## src/rtl/cam_mux_rr_arbiter.sv

```systemverilog
// Round-robin arbiter/sequencer for the 8:1 CAM validation mux: grants one of
// eight requesters, presents the mux line over valid/ready, drops stale grants.
module cam_mux_rr_arbiter #(
    parameter int MAX_HOLD = 16,
    parameter int CNT_W    = 16
) (
    input  logic             clk,
    input  logic             reset,
    input  logic [7:0]       req,
    input  logic             mux_line,
    input  logic             out_ready,
    output logic [2:0]       sel,
    output logic [7:0]       grant,
    output logic             out_valid,
    output logic             out_data,
    output logic [2:0]       out_src,
    output logic             timeout,
    output logic [CNT_W-1:0] xfer_count
);

    localparam int HOLD_W = (MAX_HOLD > 0) ? $clog2(MAX_HOLD + 1) : 1;
    localparam logic [HOLD_W-1:0] HOLD_LAST = HOLD_W'((MAX_HOLD > 0) ? MAX_HOLD - 1 : 0);

    localparam logic [0:0] S_IDLE  = 1'b0;
    localparam logic [0:0] S_GRANT = 1'b1;

    logic [0:0]        state_q, state_d;
    logic [2:0]        ptr_q, ptr_d;
    logic [2:0]        sel_q, sel_d;
    logic [7:0]        grant_q, grant_d;
    logic [HOLD_W-1:0] hold_q, hold_d;
    logic              timeout_q, timeout_d;
    logic [CNT_W-1:0]  xfer_q, xfer_d;

    logic       xfer;
    logic       hold_expire;
    logic       release_grant;
    logic [2:0] base_ptr;
    logic [2:0] winner;

    // First set request scanning upward from p, wrapping modulo 8.
    function automatic logic [2:0] rr_pick(input logic [7:0] r, input logic [2:0] p);
        logic [2:0] idx;
        logic       found;
        rr_pick = p;
        found   = 1'b0;
        for (int i = 0; i < 8; i++) begin
            idx = p + 3'(i);
            if (!found && r[idx]) begin
                rr_pick = idx;
                found   = 1'b1;
            end
        end
    endfunction

    assign out_valid  = (state_q == S_GRANT);
    assign out_data   = out_valid & mux_line;
    assign sel        = sel_q;
    assign out_src    = sel_q;
    assign grant      = grant_q;
    assign timeout    = timeout_q;
    assign xfer_count = xfer_q;

    assign xfer          = out_valid & out_ready;
    assign hold_expire   = (MAX_HOLD > 0) && out_valid && !xfer && (hold_q == HOLD_LAST);
    assign release_grant = xfer | hold_expire;
    // Releasing a grant re-arbitrates from the slot after the winner in the same cycle.
    assign base_ptr      = release_grant ? (sel_q + 3'd1) : ptr_q;
    assign winner        = rr_pick(req, base_ptr);

    always_comb begin
        // NOTE: every output of this block gets a default first so no path leaves a latch.
        state_d   = state_q;
        ptr_d     = ptr_q;
        sel_d     = sel_q;
        grant_d   = grant_q;
        hold_d    = hold_q;
        timeout_d = hold_expire;
        xfer_d    = xfer ? (xfer_q + CNT_W'(1)) : xfer_q;

        case (state_q)
            S_IDLE: begin
                if (|req) begin
                    state_d = S_GRANT;
                    sel_d   = winner;
                    grant_d = 8'b1 << winner;
                    hold_d  = '0;
                end
            end
            S_GRANT: begin
                if (release_grant) begin
                    ptr_d  = base_ptr;
                    hold_d = '0;
                    if (|req) begin
                        sel_d   = winner;
                        grant_d = 8'b1 << winner;
                    end else begin
                        state_d = S_IDLE;
                        grant_d = '0;
                    end
                end else begin
                    hold_d = hold_q + HOLD_W'(1);
                end
            end
            default: begin
                state_d = S_IDLE;
                grant_d = '0;
            end
        endcase
    end

    // NOTE: state flops use non-blocking assignments so every flop samples pre-edge values.
    always_ff @(posedge clk or posedge reset) begin
        if (reset) begin
            state_q   <= S_IDLE;
            ptr_q     <= '0;
            sel_q     <= '0;
            grant_q   <= '0;
            hold_q    <= '0;
            timeout_q <= 1'b0;
            xfer_q    <= '0;
        end else begin
            state_q   <= state_d;
            ptr_q     <= ptr_d;
            sel_q     <= sel_d;
            grant_q   <= grant_d;
            hold_q    <= hold_d;
            timeout_q <= timeout_d;
            xfer_q    <= xfer_d;
        end
    end

endmodule

```

## config.mk

```make
export PLATFORM = sky130hd
export DESIGN_NAME = cam_mux_rr_arbiter
export DESIGN_NICKNAME = d
export VERILOG_FILES = /design/src/rtl/cam_mux_rr_arbiter.sv
export SDC_FILE = /design/constraint.sdc
export NUM_CORES = 1
export LEC_CHECK = 0
export ABC_CLOCK_PERIOD_IN_PS = 6400
export CAP_MARGIN = 20
export CORE_MARGIN = 2
export CORE_UTILIZATION = 52
export DETAILED_ROUTE_END_ITERATION = 10
export PLACE_DENSITY = 0.78
export SYNTH_ARGS = -nofsm -noshare
export SYNTH_HDL_FRONTEND = slang
export SYNTH_SLANG_ARGS = --single-unit
```

## constraint.sdc

```tcl
create_clock -name clk -period 6.4 [get_ports clk]
set_input_delay 1.92 -clock clk [delete_from_list [all_inputs] [get_ports clk]]
set_output_delay 1.92 -clock clk [all_outputs]
set_load 0.02 [all_outputs]
```

* Yosys cells after proc, flatten, opt, wreduce, memory -nomap -nowiden
Cells that the tools add are included.
** Cells by class
- $add $sub $neg :: 10
- $lt $le $gt $ge :: 8
- Equality and inequality tests :: 3
- Shift-type cells :: 1
- Mux-type cells :: 44
- Bitwise operators :: 4
- Reductions and logical operators :: 20
** Operator list (count)
- $lt A3 B4 Y1 const B :: 8
- $mux W3 :: 10
- $bmux W1 S3 :: 8
- $mux W8 :: 3
- $mux W1 :: 17
- $add A16 B1 Y16 const B :: 1
- $pmux W8 S2 :: 1
- $add A3 B3 Y3 const B :: 4
- $mux W5 :: 2
- $pmux W5 S2 :: 1
- $logic_and A1 B1 Y1 :: 9
- $logic_not A1 Y1 :: 8
- $reduce_or A8 Y1 :: 1
- $shl A1 B3 Y8 const A :: 1
- $add A3 B1 Y3 const B :: 2
- $add A3 B2 Y3 const B :: 2
- $pmux W3 S2 :: 1
- $add A5 B1 Y5 const B :: 1
- $eq A5 B4 Y1 const B :: 1
- $reduce_and A2 Y1 :: 2
- $and A1 B1 Y1 :: 2
- $ne A2 B1 Y1 const B :: 1
- $ne A2 B2 Y1 const B :: 1
- $pmux W1 S2 :: 1
- other kinds (2) :: 2
** Storage, ports and cells
- Bits in registers :: 37
- Input port bits :: 12
- Output and inout port bits :: 33
- Logic and storage cells :: 97

* Longest topological paths before layout
- Word-level depth :: 34
- Mapped depth :: 17
- Mapped depth without buffers :: 15

* Worst setup path after synthesis
Ideal clock, no wire load.
- Path kind :: input port to flip-flop
- Start :: in out_ready
- End :: reg grant_q[5] (netlist: grant[5])
- Setup time :: 0.096 ns
- Arrival time :: 5.192 ns
- Data required time :: 6.304 ns
- Slack :: 1.112 ns
- Stages :: 13
- Path buffers :: 3
- Cells stage by stage :: buf_6 o211a_1 a21oi_2 inv_1 ha_1 mux4_2 buf_6 o221a_4 or3_1 clkbuf_2 or4_4 o211a_2 o31ai_1
** Between the ends
- Cells in the longest elaborated chain, start to end :: 34
- Elaborated cells on any way between the ends :: 64
- Classes of those cells :: add/sub (7); eq/ne (1); shift (1); mux (35); bitwise (2); reduce/logical (18)
** Ends and longest elaborated chain
- start: declaration :: RTL line 11 : input logic out_ready,
- $and A1 B1 Y1 (*) :: RTL line 64 : assign xfer = out_valid & out_ready;
- $logic_not A1 Y1 :: RTL line 65 : assign hold_expire = (MAX_HOLD > 0) && out_valid && !xfer && (hold_q == HOLD_LAST);
- $logic_and A1 B1 Y1 (2 in series) :: RTL line 65
- $or A1 B1 Y1 (*) :: RTL line 66 : assign release_grant = xfer | hold_expire;
- $mux W3 (*) :: RTL line 68 : assign base_ptr = release_grant ? (sel_q + 3'd1) : ptr_q;
- named net base_ptr[1] :: RTL line 38 : logic [2:0] base_ptr;
- branches (longest 23 deep; another with $add A3 B1 Y3)
- $mux W3 (*) :: RTL line 49 : if (!found && r[idx]) begin
- $shl A1 B3 Y8 (*) :: RTL line 86, 96
- $mux W8 :: RTL line 94 : if (|req) begin
- $mux W8 :: RTL line 91 : if (release_grant) begin
- $pmux W8 S2 (*) :: RTL line 81 : case (state_q)
- end signal: assignment :: RTL line 126 : grant_q <= grant_d;
- end: declaration :: RTL line 30 : logic [7:0] grant_q, grant_d;
Mark *: on every way through the listed nets, which the timed path passes. The select of a mux whose other input is x is not followed.
A chain may end at the register's enable or synchronous reset.

* Worst setup path in the final report
- Start :: in out_ready
- End :: reg grant_q[1] (netlist: grant[1])
** Between the ends
- Cells in the longest elaborated chain, start to end :: 34
- Elaborated cells on any way between the ends :: 64
- Classes of those cells :: add/sub (7); eq/ne (1); shift (1); mux (35); bitwise (2); reduce/logical (18)
** Ends and longest elaborated chain (RTL line)
- $and A1 B1 Y1 (*) :: 64
- $logic_not A1 Y1 :: 65
- $logic_and A1 B1 Y1 (2 in series) :: 65
- $or A1 B1 Y1 (*) :: 66
- branches (longest 29 deep; another with $add A3 B1 Y3)
Every way passes the cells marked *. The select of a mux whose other input is x is not followed.

==> impl_metrics.ini <==
[place]
place_hpwl_mm = 5.14
numPortBuffers = 44
place_congestion = 0.914

[setup_path]
critPathKind = input pin to flip-flop
worst_ep_arrival_time_ns = 5.88
worstSetupEndpointType = flip-flop
cpPeakStageDelay_ns = 0.56
cp-start-kind = input pin
cp.required_ns = 6.59
path_cells = clkdlybuf4s50_1 > o21a_4 > mux2_4 > clkinv_1 > ha_1 > mux4_2 > o221a_4 > or3_1 > or4_4 > o211a_2 > o31ai_1
path_max_fanout = 16
slowest_stage = clkdlybuf4s50_1

[die]
placeableCoreArea_sq_um = 5140
die-area_sq_um = 5950
io_pins = 45
floorplan.die.height_um = 77.2
rows = 26
start_util_pct = 54.1
dieWidth_um = 77.2

[timing]
fin_tns_setup_ns = 0
finClkSkew_ns = 0.00738
fin_crit_sh_pct = 89.0
worstMarginPinSlew_ns = 0.675
slew_violations = 0
fin_crit_ns = 5.69
hold_viol_final = 0
rsz0062_at_grt = false
max_freq_mhz = 176
maxSlewHeadroom_pct = 54.6
finalSetupViolations = 0

[logic_synthesis]
synth_seq_area_share_pct = 33.3
synth_ff_type = dfrtp_1
synth_common_cells = 37 x dfrtp_1, 32 x nand2_1, 21 x mux2i_1
synth_area_leaders = dfrtp_1 33%, mux2i_1 7.6%, xnor2_1 5.0%
yosys.cell_types.count = 64
synth_edf_count = 0
synth_area_per_cell_sq_um = 9.63
synthDominantCellAreaShare_pct = 33.3
ys_ff_latch = 37
syn_inst = 289
synth_top_cell_by_area = dfrtp_1
synthArstFlopShare_pct = 100
yosysMostFrequentCell = dfrtp_1
yosys_warnings = 0
synth_nets = 306
syn-cell-area_sq_um = 2780

[global_routing]
grt_pass1_wl_mm = 11.5
grt_usage_pct = 23.7
antenna_found_initial = 0
overflow = 0
grt_pass1_vias = 2418
grt_max_degree = 38

[cells_and_area]
seq_area_sq_um = 926
syn_to_final_growth_pct = 20.8
drive_above_1_share_pct = 12.7
nFillCells = 469
finalCoreUtilization_pct = 65.4
final_nets = 347
num_antenna_cells = 0
multi_input_comb_area_sq_um = 1720

[pwr]
p_leak_nw = 1.40
power_frac_comb_pct = 72.6
power_density_nw_per_um2 = 591
pwr-share-clk_pct = 9.0
ir_drop_v = 0.000650
sw_frac_of_total_pct = 49.7
seq_power_share_pct = 18.4
power_switching_mw = 0.988
p_int_mw = 0.998

[outcome]
outcome = completed

[routing]
wirelength_mm = 6.78
vias = 2514
drtPass1Iterations = 5
viasPerCell = 6.27
drt_iter0_drc = 227
drcViolationCount = 0
antenna_left = 0
wl_per_cell_um = 16.9

[clock_network]
post_cts_resized = 0
cts_made_buffers = 5
clock-root-buffer = clkbuf_8
htree_num_levels = 2
clk_latency_ns = 0.29
cts_tree = done
path_clk_slew_ns = 0.07
hold_buffers = 0
clock_path_buffers = 2
cts_setup_buffers = 0
cts_sinks = 37

[min_path]
hp-class = flip-flop to flip-flop

[job]
max_cap_violations = 0
-- layout by cell type, fill, tap and decap left out, drive strengths merged, types with 3 or more instances in the layout --
| cell | netlist | final |
|---|---|---|
| mux2i | 21 | 21 |
| xor2 | 5 | 5 |
| a31oi | 5 | 5 |
| nand2 | 32 | 32 |
| nand4 | 4 | 4 |
| o211ai | 4 | 4 |
| and2 | 6 | 6 |
| nor3 | 10 | 10 |
| a21oi | 4 | 4 |
| o21ai | 10 | 10 |
| nand3 | 11 | 11 |
| o31ai | 12 | 12 |
| a31o | 3 | 3 |
| and3 | 5 | 5 |
| mux4 | 5 | 5 |
| buf | 7 | 6 |
| ha | 5 | 5 |
| clkdlybuf4s50 | 0 | 44 |
| nor4 | 3 | 3 |
| nor2 | 6 | 6 |
| clkbuf | 9 | 7 |
| inv | 10 | 10 |
| dfrtp | 37 | 37 |
| mux2 | 9 | 9 |
| a211oi | 5 | 5 |
| o221ai | 4 | 4 |
| xnor2 | 16 | 16 |
-- registers in the layout, indices dropped and copies added (netlist names) --
signal / count
out_valid: 1
out_src: 3
xfer_count: 16
timeout: 1
ptr_q: 3
hold_q: 5
grant: 8
-- cell families after synthesis --
kind of cell / count (synthesis) / share of synthesized area, %
AOI/OAI and AO/OA: 70 / 19.6
xor gates and xnor gates: 21 / 6.61
DFF: 37 / 33.3
buffers and inverters: 27 / 4.95
adders and majority gates: 5 / 2.25
and+or+nand+nor: 94 / 17.9
muxes: 35 / 15.4
-- layout make-up --
type | instances | share of cell area, %
multi-input cells | 225 | 51.2
flip-flops and latches | 37 | 27.6
well taps | 70 | 2.61
clock inverters | 1 | 0.149
repair buffers | 50 | 14.4
clock buffers | 7 | 2.87
inverters | 11 | 1.23
-- power by group through the flow --
| stage | logic [mW] | registers (mW) | clock network, mW |
|---|---|---|---|
| 6_report | 1.44 | 0.366 | 0.179 |
| 2_1_floorplan | 1.03 | 0.392 | 0 |
| 3_3_place_gp | 1.37 | 0.366 | 0 |
| 3_5_place_dp | 1.41 | 0.370 | 0 |
| 4_1_cts | 1.42 | 0.366 | 0.180 |
| 5_1_grt | 1.57 | 0.377 | 0.193 |
-- critical path: cells and delay by family --
| kind | cells | cell delay (ns) |
|---|---|---|
| AO/OA/AOI/OAI | 4 | 1.09 |
| AND/OR/NAND/NOR | 2 | 1.01 |
| adder cells (fa/ha/maj) | 1 | 0.37 |
| multiplexers | 2 | 0.79 |
| buffers and inverters | 2 | 0.69 |
-- routing by layer --
| metal | vias to the layer above | track usage [%] | wire (um) |
|---|---|---|---|
| met4 | 0 | 8.04 | 104 |
| met1 | 1215 | 31.0 | 2940 |
| met5 | - | 0 | 0 |
| met3 | 10 | 2.94 | 366 |
| li1 | 1182 | - | - |
| met2 | 107 | 40.5 | 3370 |
-- path summary, 6_finish.rpt --
check                                     from  slack, ns  depth (start not counted)             end
worst min-delay path            xfer_count[15]       0.47                          1  xfer_count[15]
worst max register to register       hold_q[0]       1.86                         13        grant[1]
worst max-delay path                 out_ready       0.71                         11        grant[1]
max in group asynchronous                reset       4.04                          3  xfer_count[10]
worst min register to register  xfer_count[15]       0.47                          1  xfer_count[15]
min in group asynchronous                reset       2.03                          3   xfer_count[5]
-- stage by stage --
stage	hold slack [ns]	cell area, sq um	instances	power (mW)	setup slack [ns]
6_report	0.471	3360	401	1.99	0.705
5_1_grt	0.490	3360	401	2.14	0.480
4_1_cts	0.476	3360	401	1.96	0.689
3_5_place_dp	0.462	3260	393	1.78	0.437
3_3_place_gp	0.461	3260	393	1.74	0.611
2_1_floorplan	0.450	2780	289	1.43	1.11
(Power assumes the default switching activity.)
